## src/rtl/lcg_stim_gen_if.sv

```systemverilog
// Output stream of the LCG stimulus generator: word data with a valid/ready handshake.
// The master drives data and valid; the slave drives ready.
interface lcg_stim_gen_if #(
    parameter int OUT_W = 133
);
    logic [OUT_W-1:0] out_data;
    logic             out_valid;
    logic             out_ready;

    modport master (
        output out_data,
        output out_valid,
        input  out_ready
    );

    modport slave (
        input  out_data,
        input  out_valid,
        output out_ready
    );
endinterface

```

## src/rtl/lcg_stim_gen.sv

```systemverilog
// LCG stimulus generator: builds OUT_W-bit words from successive 32-bit LCG states,
// filled LSB-first, and emits a programmable number of words per run.
module lcg_stim_gen #(
    parameter int          OUT_W        = 133,
    parameter int          CNT_W        = 16,
    parameter logic [31:0] DEFAULT_SEED = 32'd2016885264,
    parameter logic [31:0] LCG_MUL      = 32'h41C6_4E6D,
    parameter logic [31:0] LCG_INC      = 32'h0000_3039
) (
    input  logic             i_clk,
    input  logic             i_rst_n,
    input  logic             i_seed_load,
    input  logic [31:0]      i_seed_val,
    input  logic             i_start,
    input  logic [CNT_W-1:0] i_num_words,
    input  logic             i_stop,
    output logic             o_busy,
    output logic             o_done,
    output logic [CNT_W-1:0] o_word_count,
    output logic [31:0]      o_rng_state,
    lcg_stim_gen_if.master   m_stream
);

    localparam int WORDS = (OUT_W + 31) / 32;
    localparam int IDX_W = (WORDS > 1) ? $clog2(WORDS) : 1;
    localparam int SH_W  = WORDS * 32;
    localparam logic [IDX_W-1:0] LAST_IDX = IDX_W'(WORDS - 1);

    function automatic logic [31:0] lcg_step(input logic [31:0] s);
        logic [63:0] prod;
        prod = {32'd0, s} * {32'd0, LCG_MUL};
        return prod[31:0] + LCG_INC;
    endfunction

    typedef enum logic [1:0] {
        ST_IDLE    = 2'd0,
        ST_FILL    = 2'd1,
        ST_PRESENT = 2'd2,
        ST_DONE    = 2'd3
    } state_t;

    state_t            r_state;
    state_t            w_state_nxt;
    logic [31:0]       r_rng;
    logic [SH_W-1:0]   r_shadow;
    logic [IDX_W-1:0]  r_idx;
    logic [CNT_W-1:0]  r_num;
    logic [CNT_W-1:0]  r_count;
    logic [OUT_W-1:0]  r_data;
    logic              r_valid;
    logic              r_done;
    logic              r_busy;

    logic              w_abort;
    logic              w_seed_ld;
    logic              w_run_start;
    logic              w_step;
    logic              w_accept;
    logic              w_finish;
    logic [31:0]       w_lcg;
    logic [CNT_W-1:0]  w_count_inc;
    logic [SH_W-1:0]   w_shadow_nxt;

    assign w_lcg       = lcg_step(r_rng);
    assign w_count_inc = r_count + CNT_W'(1);

    // Next-state decode and per-cycle action strobes; stop overrides every other request.
    always_comb begin
        w_state_nxt = r_state;
        w_abort     = 1'b0;
        w_seed_ld   = 1'b0;
        w_run_start = 1'b0;
        w_step      = 1'b0;
        w_accept    = 1'b0;
        w_finish    = 1'b0;
        if (i_stop) begin
            w_abort     = 1'b1;
            w_state_nxt = ST_IDLE;
        end else begin
            case (r_state)
                ST_IDLE, ST_DONE: begin
                    if (i_seed_load) begin
                        w_seed_ld = 1'b1;
                    end else if (i_start) begin
                        w_run_start = 1'b1;
                        w_state_nxt = (i_num_words == {CNT_W{1'b0}}) ? ST_DONE : ST_FILL;
                    end else begin
                        w_state_nxt = r_state;
                    end
                end
                ST_FILL: begin
                    w_step = 1'b1;
                    if (r_idx == LAST_IDX) begin
                        w_state_nxt = ST_PRESENT;
                    end else begin
                        w_state_nxt = ST_FILL;
                    end
                end
                ST_PRESENT: begin
                    if (m_stream.out_ready) begin
                        w_accept = 1'b1;
                        if (w_count_inc == r_num) begin
                            w_finish    = 1'b1;
                            w_state_nxt = ST_DONE;
                        end else begin
                            w_state_nxt = ST_FILL;
                        end
                    end else begin
                        w_state_nxt = ST_PRESENT;
                    end
                end
                default: begin
                    w_state_nxt = ST_IDLE;
                end
            endcase
        end
    end

    // Shadow word with the current chunk replaced, so the last chunk reaches out_data in the same cycle.
    always_comb begin
        w_shadow_nxt = r_shadow;
        for (int k = 0; k < WORDS; k++) begin
            if (r_idx == IDX_W'(k)) begin
                w_shadow_nxt[k*32 +: 32] = w_lcg;
            end else begin
                w_shadow_nxt[k*32 +: 32] = r_shadow[k*32 +: 32];
            end
        end
    end

    // State register.
    always_ff @(posedge i_clk or negedge i_rst_n) begin
        if (!i_rst_n) begin
            r_state <= ST_IDLE;
        end else begin
            r_state <= w_state_nxt;
        end
    end

    // Datapath: LCG state, chunk assembly, handshake, run bookkeeping.
    always_ff @(posedge i_clk or negedge i_rst_n) begin
        if (!i_rst_n) begin
            r_rng    <= DEFAULT_SEED;
            r_shadow <= {SH_W{1'b0}};
            r_idx    <= {IDX_W{1'b0}};
            r_num    <= {CNT_W{1'b0}};
            r_count  <= {CNT_W{1'b0}};
            r_data   <= {OUT_W{1'b0}};
            r_valid  <= 1'b0;
            r_done   <= 1'b0;
            r_busy   <= 1'b0;
        end else begin
            r_busy <= (w_state_nxt == ST_FILL) || (w_state_nxt == ST_PRESENT);
            if (w_abort) begin
                r_valid <= 1'b0;
            end
            if (w_seed_ld) begin
                r_rng  <= i_seed_val;
                r_done <= 1'b0;
            end
            if (w_run_start) begin
                r_num   <= i_num_words;
                r_count <= {CNT_W{1'b0}};
                r_done  <= (i_num_words == {CNT_W{1'b0}});
                r_idx   <= {IDX_W{1'b0}};
            end
            if (w_step) begin
                r_rng    <= w_lcg;
                r_shadow <= w_shadow_nxt;
                if (r_idx == LAST_IDX) begin
                    r_data  <= w_shadow_nxt[OUT_W-1:0];
                    r_valid <= 1'b1;
                    r_idx   <= {IDX_W{1'b0}};
                end else begin
                    r_idx <= r_idx + IDX_W'(1);
                end
            end
            if (w_accept) begin
                r_count <= w_count_inc;
                r_valid <= 1'b0;
                if (w_finish) begin
                    r_done <= 1'b1;
                end
            end
        end
    end

    assign m_stream.out_data  = r_data;
    assign m_stream.out_valid = r_valid;
    assign o_busy             = r_busy;
    assign o_done             = r_done;
    assign o_word_count       = r_count;
    assign o_rng_state        = r_rng;

endmodule

```

## src/flat_wrapper.sv

```systemverilog
// flat-port wrapper written by rule: the top's interface ports become plain ports
module lcg_stim_gen_flat 
#(
    parameter int          OUT_W        = 133,
    parameter int          CNT_W        = 16,
    parameter logic [31:0] DEFAULT_SEED = 32'd2016885264,
    parameter logic [31:0] LCG_MUL      = 32'h41C6_4E6D,
    parameter logic [31:0] LCG_INC      = 32'h0000_3039
)
  (i_clk, i_rst_n, i_seed_load, i_seed_val, i_start, i_num_words, i_stop, o_busy, o_done, o_word_count, o_rng_state, m_stream_out_data, m_stream_out_valid, m_stream_out_ready);
  lcg_stim_gen_if #(.OUT_W(OUT_W)) m_stream_i ();
  input  logic i_clk;
  input  logic i_rst_n;
  input  logic i_seed_load;
  input  logic [31:0] i_seed_val;
  input  logic i_start;
  input  logic [CNT_W-1:0] i_num_words;
  input  logic i_stop;
  output logic o_busy;
  output logic o_done;
  output logic [CNT_W-1:0] o_word_count;
  output logic [31:0] o_rng_state;
  output wire logic [$bits(m_stream_i.out_data)-1:0] m_stream_out_data;
  output wire logic [$bits(m_stream_i.out_valid)-1:0] m_stream_out_valid;
  input wire logic [$bits(m_stream_i.out_ready)-1:0] m_stream_out_ready;
  assign m_stream_out_data = m_stream_i.out_data;
  assign m_stream_out_valid = m_stream_i.out_valid;
  assign m_stream_i.out_ready = m_stream_out_ready;
  lcg_stim_gen #(.OUT_W(OUT_W), .CNT_W(CNT_W), .DEFAULT_SEED(DEFAULT_SEED), .LCG_MUL(LCG_MUL), .LCG_INC(LCG_INC)) u_core (.i_clk(i_clk), .i_rst_n(i_rst_n), .i_seed_load(i_seed_load), .i_seed_val(i_seed_val), .i_start(i_start), .i_num_words(i_num_words), .i_stop(i_stop), .o_busy(o_busy), .o_done(o_done), .o_word_count(o_word_count), .o_rng_state(o_rng_state), .m_stream(m_stream_i));
endmodule
```

## config.mk

```make
export PLATFORM = sky130hd
export DESIGN_NAME = lcg_stim_gen_flat
export DESIGN_NICKNAME = d
export VERILOG_FILES = /design/src/rtl/lcg_stim_gen_if.sv /design/src/rtl/lcg_stim_gen.sv /design/src/flat_wrapper.sv
export SDC_FILE = /design/constraint.sdc
export NUM_CORES = 1
export LEC_CHECK = 0
export ABC_AREA = 0
export CORE_ASPECT_RATIO = 1.1
export CORE_MARGIN = 3
export CORE_UTILIZATION = 45
export CTS_BUF_LIST = sky130_fd_sc_hd__clkbuf_4
export CTS_CLUSTER_DIAMETER = 60
export DETAILED_ROUTE_END_ITERATION = 8
export GPL_TIMING_DRIVEN = 1
export PLACE_DENSITY = 0.66
export SYNTH_ARGS = -nofsm -noshare
export SYNTH_HDL_FRONTEND = slang
export SYNTH_SLANG_ARGS = --single-unit
```

## constraint.sdc

```tcl
create_clock -name i_clk -period 11.4 [get_ports i_clk]
set_input_delay 2.85 -clock i_clk [delete_from_list [all_inputs] [get_ports i_clk]]
set_output_delay 2.85 -clock i_clk [all_outputs]
set_load 0.02 [all_outputs]
```

# ---- Word level (Yosys, flattened, before mapping)
# Index checks and enable logic that the tools add are counted.
dict set report word_totals {
  register_bits 338
  in_bits 54
}
dict set report op_classes {
  addsub 3
  mul 1
  eq_ne 10
  mux 45
  n_reduce_logical 9
}
# operator count
set ops {}
lappend ops {{2-to-1 mux 32 bit} 6}
lappend ops {{adder 32 x 14 -> 32 bit (second input constant)} 1}
lappend ops {{multiplier 32 x 31 -> 32 bit (second input constant)} 1}
lappend ops {{2-to-1 mux 16 bit} 2}
lappend ops {{2-to-1 mux 1 bit} 25}
lappend ops {{adder 16 x 1 -> 16 bit (second input constant)} 1}
lappend ops {{== test 16 bit} 1}
lappend ops {{logical NOT 16 bit} 1}
lappend ops {{2-to-1 mux 2 bit} 7}
lappend ops {{2-to-1 mux 3 bit} 3}
lappend ops {{== test 2 bit (second input constant)} 3}
lappend ops {{== test 3 x 2 -> 1 bit (second input constant)} 2}
lappend ops {{one-hot mux 2 bit (3 select lines)} 1}
lappend ops {{nonzero test 2 bit} 3}
lappend ops {{2-to-1 mux 5 bit} 1}
lappend ops {{== test 2 x 1 -> 1 bit (second input constant)} 2}
lappend ops {{adder 3 x 1 -> 3 bit (second input constant)} 1}
lappend ops {{== test 3 x 1 -> 1 bit (second input constant)} 1}
lappend ops {{== test 3 bit (second input constant)} 1}
lappend ops {{logical NOT 3 bit} 1}
lappend ops {{logical NOT 2 bit} 1}
lappend ops {{AND reduction 2 bit} 1}
lappend ops {{OR reduction 2 bit} 1}
lappend ops {{logical OR 1 bit} 1}

# ---- Depth between registers and ports, before layout
dict set report depth {
  word_depth 8
  depth_mapped 27
  mapped_depth_nobuf 26
}

# ---- Least setup slack after synthesis
# No wires, ideal clock.
dict set report synth_timing {
  path_type {register -> register}
  from {register u_core.r_rng[5] (netlist: u_core.o_rng_state[5])}
  to {register u_core.r_rng[31] (netlist: u_core.o_rng_state[31])}
  arrival_ps 6721
  required_ps 11258
  setup_slack_ps 4536
  path_stages_with_launch 26
  path_cell_list {dfrtp_1 ha_1 xor2_1 ha_1 a21oi_1 fa_1 fa_1 inv_1 fa_1 inv_1 fa_1 inv_1 fa_1 inv_1 fa_1 inv_1 ha_1 and3_1 and2_1 nand3_1 o221ai_1 or4b_1 a31oi_1 a21oi_1 xnor2_1 o221ai_1}
}
dict set report synth_between {
  elab_chain_len 3
}
# element line
set synth_lines {}
lappend synth_lines {{start, declared} lcg_stim_gen.sv:44} ;# logic [31:0] r_rng;
lappend synth_lines {{start signal, assigned} lcg_stim_gen.sv:158} ;# r_rng <= i_seed_val;
lappend synth_lines {{start signal, assigned} lcg_stim_gen.sv:168} ;# r_rng <= w_lcg;
lappend synth_lines {{multiplier 32 x 31 -> 32 bit} lcg_stim_gen.sv:31} ;# prod = {32'd0, s} * {32'd0, LCG_MUL};
lappend synth_lines {{adder 32 x 14 -> 32 bit} lcg_stim_gen.sv:32} ;# return prod[31:0] + LCG_INC;
lappend synth_lines {{2-to-1 mux 32 bit} lcg_stim_gen.sv:167} ;# if (w_step) begin
# No other way between the ends.
# A chain may end at the register's enable or synchronous reset.

# ---- Final worst setup path
dict set report layout_timing {
  from {register u_core.r_rng[3] (netlist: u_core.o_rng_state[3])}
  to {register u_core.r_shadow[88]}
}
dict set report layout_between {
  elab_chain_len 3
}
# element line
set layout_lines {}
lappend layout_lines {{multiplier 32 x 31 -> 32 bit} lcg_stim_gen.sv:31}
lappend layout_lines {{adder 32 x 14 -> 32 bit} lcg_stim_gen.sv:32}
lappend layout_lines {{2-to-1 mux 32 bit} lcg_stim_gen.sv:123} ;# if (r_idx == IDX_W'(k)) begin
lappend layout_lines {{end signal, assigned} lcg_stim_gen.sv:144} ;# r_shadow <= {SH_W{1'b0}};
lappend layout_lines {{end signal, assigned} lcg_stim_gen.sv:169} ;# r_shadow <= w_shadow_nxt;
lappend layout_lines {{end, declared} lcg_stim_gen.sv:45} ;# logic [SH_W-1:0] r_shadow;
# No other way between the ends.

==> flow_metrics.tcl <==
set metrics [dict create \
    status "finished clean" \
    dpl.hpwl_um 51960 \
    syn_nets 2849 \
    numClockSinks 333 \
    port_buffers 237 \
    ys_seq_area_frac 0.3670 \
    synth-main-ff-cell "dfrtp_1" \
    vias 17220 \
    cap_violations 0 \
    overflow 0 \
    synth-seq-cells 333 \
    ctsResizeCount 0 \
    start_kind "flop" \
    synth.distinct_cells 60 \
    cts_max_level 3 \
    yosys_warnings 0 \
    worstSkewPairLatency_ns 0.85 \
    synthCells 2393 \
    antenna_found_initial 3 \
    start_util 0.4601 \
    hold_viol_final 0 \
    root_buffer "clkbuf_4" \
    rrSetupSlack_ns 3.93 \
    grt_pass1_vias 18120 \
    gr-usage-all-layers 0.2610 \
    crit_fanout 9 \
    final_cell_mix "nand2_1 (535), inv_1 (412), dfrtp_1 (319), clkdlybuf4s50_1 (236), ha_1 (214)" \
    grt_first_pass_wirelength_um 106100 \
    routed_wl_um 67490 \
    clockBufferDepth 3 \
    critical_path_required_ns 12.02 \
    synthArstFlopShare 1.000 \
    final_common_cell "nand2_1" \
    wl_per_cell_um 20.09 \
    hold_path.class "flop to flop" \
    drt_iter0_markers 1144 \
    postCtsSetupBuffers 0 \
    vias_per_cell 5.124 \
    core_area_mm2 0.04945 \
    worstPathArrival_ns 8.09 \
    die_w_um 220.4 \
    worst_slew_pin_slew_ns 1.248 \
    dr.pass1.iters 5 \
    design.die.area_mm2 0.05330 \
    fin_nets 3107 \
    cts_hold_buf 0 \
    die_h_um 241.8 \
    end_kind "flop" \
    final_antenna_net_count 0 \
    drc 0 \
    numCtsBuffers 87 \
    netlist_area_mm2 0.02275 \
    finalCritPeriodShare 0.6552 \
    grt_max_degree 106 \
    clk_pin_slew_ns 0.07 \
    syn_avg_cell_area_um2 9.508 \
    critical_path_class "flop to flop" \
    rsz0062_at_grt "no" \
    drive_gt1_frac 0.07061 \
    io-pin-count 238 \
    gp_congestion 0.9603 \
    tns_ns 0 \
    fin_worst_skew_ns 0.07277 \
    max_slew_margin 0.1621 \
    cts_tree "built" \
    finalCriticalPeriod_ns 7.469 \
    rows 85 \
    synth_edf_count 0 \
    clock.fmax_mhz 133.9 \
    setup_viol 0 \
    syn_to_final_growth_pct 17.98 \
    slew_violations 0 \
]
## Yosys cell counts (all sizes together) (28+ instances only)
cell type / instances / share of area
fa: 188 / 0.17
nor2: 49 / 0.0081
mux2i: 33 / 0.015
nand2: 540 / 0.089
o21ai: 196 / 0.043
inv: 412 / 0.068
clkbuf: 82 / 0.014
xnor2: 63 / 0.024
dfrtp: 319 / 0.35
ha: 214 / 0.12
a21oi: 42 / 0.0092
xor2: 28 / 0.011
## routing by layer
metal,routed length (µm),GRT usage,vias to the layer above,share of wire
met1,30240,0.3613,8525,0.45
li1,-,-,8155,-
met3,3393,0.04131,97,0.050
met4,2196,0.08714,0,0.033
met2,31670,0.4198,439,0.47
met5,0,0,-,0
## worst max-delay path: stages (launching register included)
cell and delay (ns):
dfrtp_1 0.67, ha_1 0.39, xor2_1 0.39, ha_1 0.23, nor2_1 0.08, fa_1 0.50, fa_1 0.49, inv_1 0.05
fa_1 0.45, ha_1 0.30, fa_1 0.48, inv_1 0.05, fa_1 0.47, inv_1 0.04, ha_1 0.35, a21oi_1 0.30
nand2_1 0.09, a221oi_1 0.33, nand2_1 0.17, a21oi_1 0.30, nor3_1 0.09, a311oi_1 0.80, o21ai_0 0.20
## through the flow
step | util | std cells | cell area [µm²] | setup slack [ns] | hold WS [ns]
global placement | 0.5214 | 3214 | 25780 | 3.857 | 0.4464
CTS | 0.5426 | 3357 | 26840 | 3.831 | 0.4377
finish | 0.5428 | 3360 | 26840 | 3.931 | 0.4500
floorplan | - | 2393 | 22750 | 4.536 | 0.4331
global route | 0.5427 | 3358 | 26840 | 3.466 | 0.4710
detailed placement | 0.5214 | 3214 | 25780 | 3.890 | 0.4491
## final cells by class
class / instances / area (µm²)
Fill cell: 4563 / 22610
Timing Repair Buffer: 254 / 2505
Antenna cell: 3 / 7.507
Clock inverter: 22 / 143.9
Clock buffer: 121 / 908.4
Sequential cell: 333 / 8351
Tap cell: 652 / 815.8
Inverter: 412 / 1546
Multi-Input combinational cell: 1563 / 12570
## flip-flops by register name (all words and copies together), names as in the netlist
signal and flops:
u_core.m_stream.out_data 133, u_core.m_stream.out_valid 1, u_core.o_busy 1, u_core.o_done 1
u_core.o_rng_state 32, u_core.o_word_count 16, u_core.r_idx 3, u_core.r_num 16
u_core.r_shadow 128, u_core.r_state 2
## final timing paths
kind,from,endpoint,cells past startpoint
worst max-delay path,u_core.o_rng_state[3]$_DFFE_PN0P_,u_core.r_shadow[88]$_DFFE_PN0P_,22
worst min-delay path,u_core.r_shadow[11]$_DFFE_PN0P_,u_core.m_stream.out_data[11]$_DFFE_PN0P_,2
worst max register to register,u_core.o_rng_state[3]$_DFFE_PN0P_,u_core.r_shadow[88]$_DFFE_PN0P_,22
worst min register to register,u_core.r_shadow[11]$_DFFE_PN0P_,u_core.m_stream.out_data[11]$_DFFE_PN0P_,2
max in group asynchronous,i_rst_n,u_core.r_shadow[87]$_DFFE_PN0P_,2
min in group asynchronous,i_rst_n,u_core.m_stream.out_data[72]$_DFFE_PN0P_,1
## kinds of logic (layout without fill, tap and decap cells)
group | after synthesis | count (layout) | synth area share
simple gates | 679 | 679 | 0.1220
flops | 333 | 333 | 0.3670
xor+xnor | 91 | 91 | 0.03503
mux | 42 | 42 | 0.01914
compound gates | 349 | 349 | 0.09161
buf+inv | 497 | 809 | 0.08216
other cells | 0 | 3 | 0
fa+ha+maj | 402 | 402 | 0.2831
Power is not shown: default switching activity piles up to over one toggle a cycle in this logic, so the estimate is an artifact.
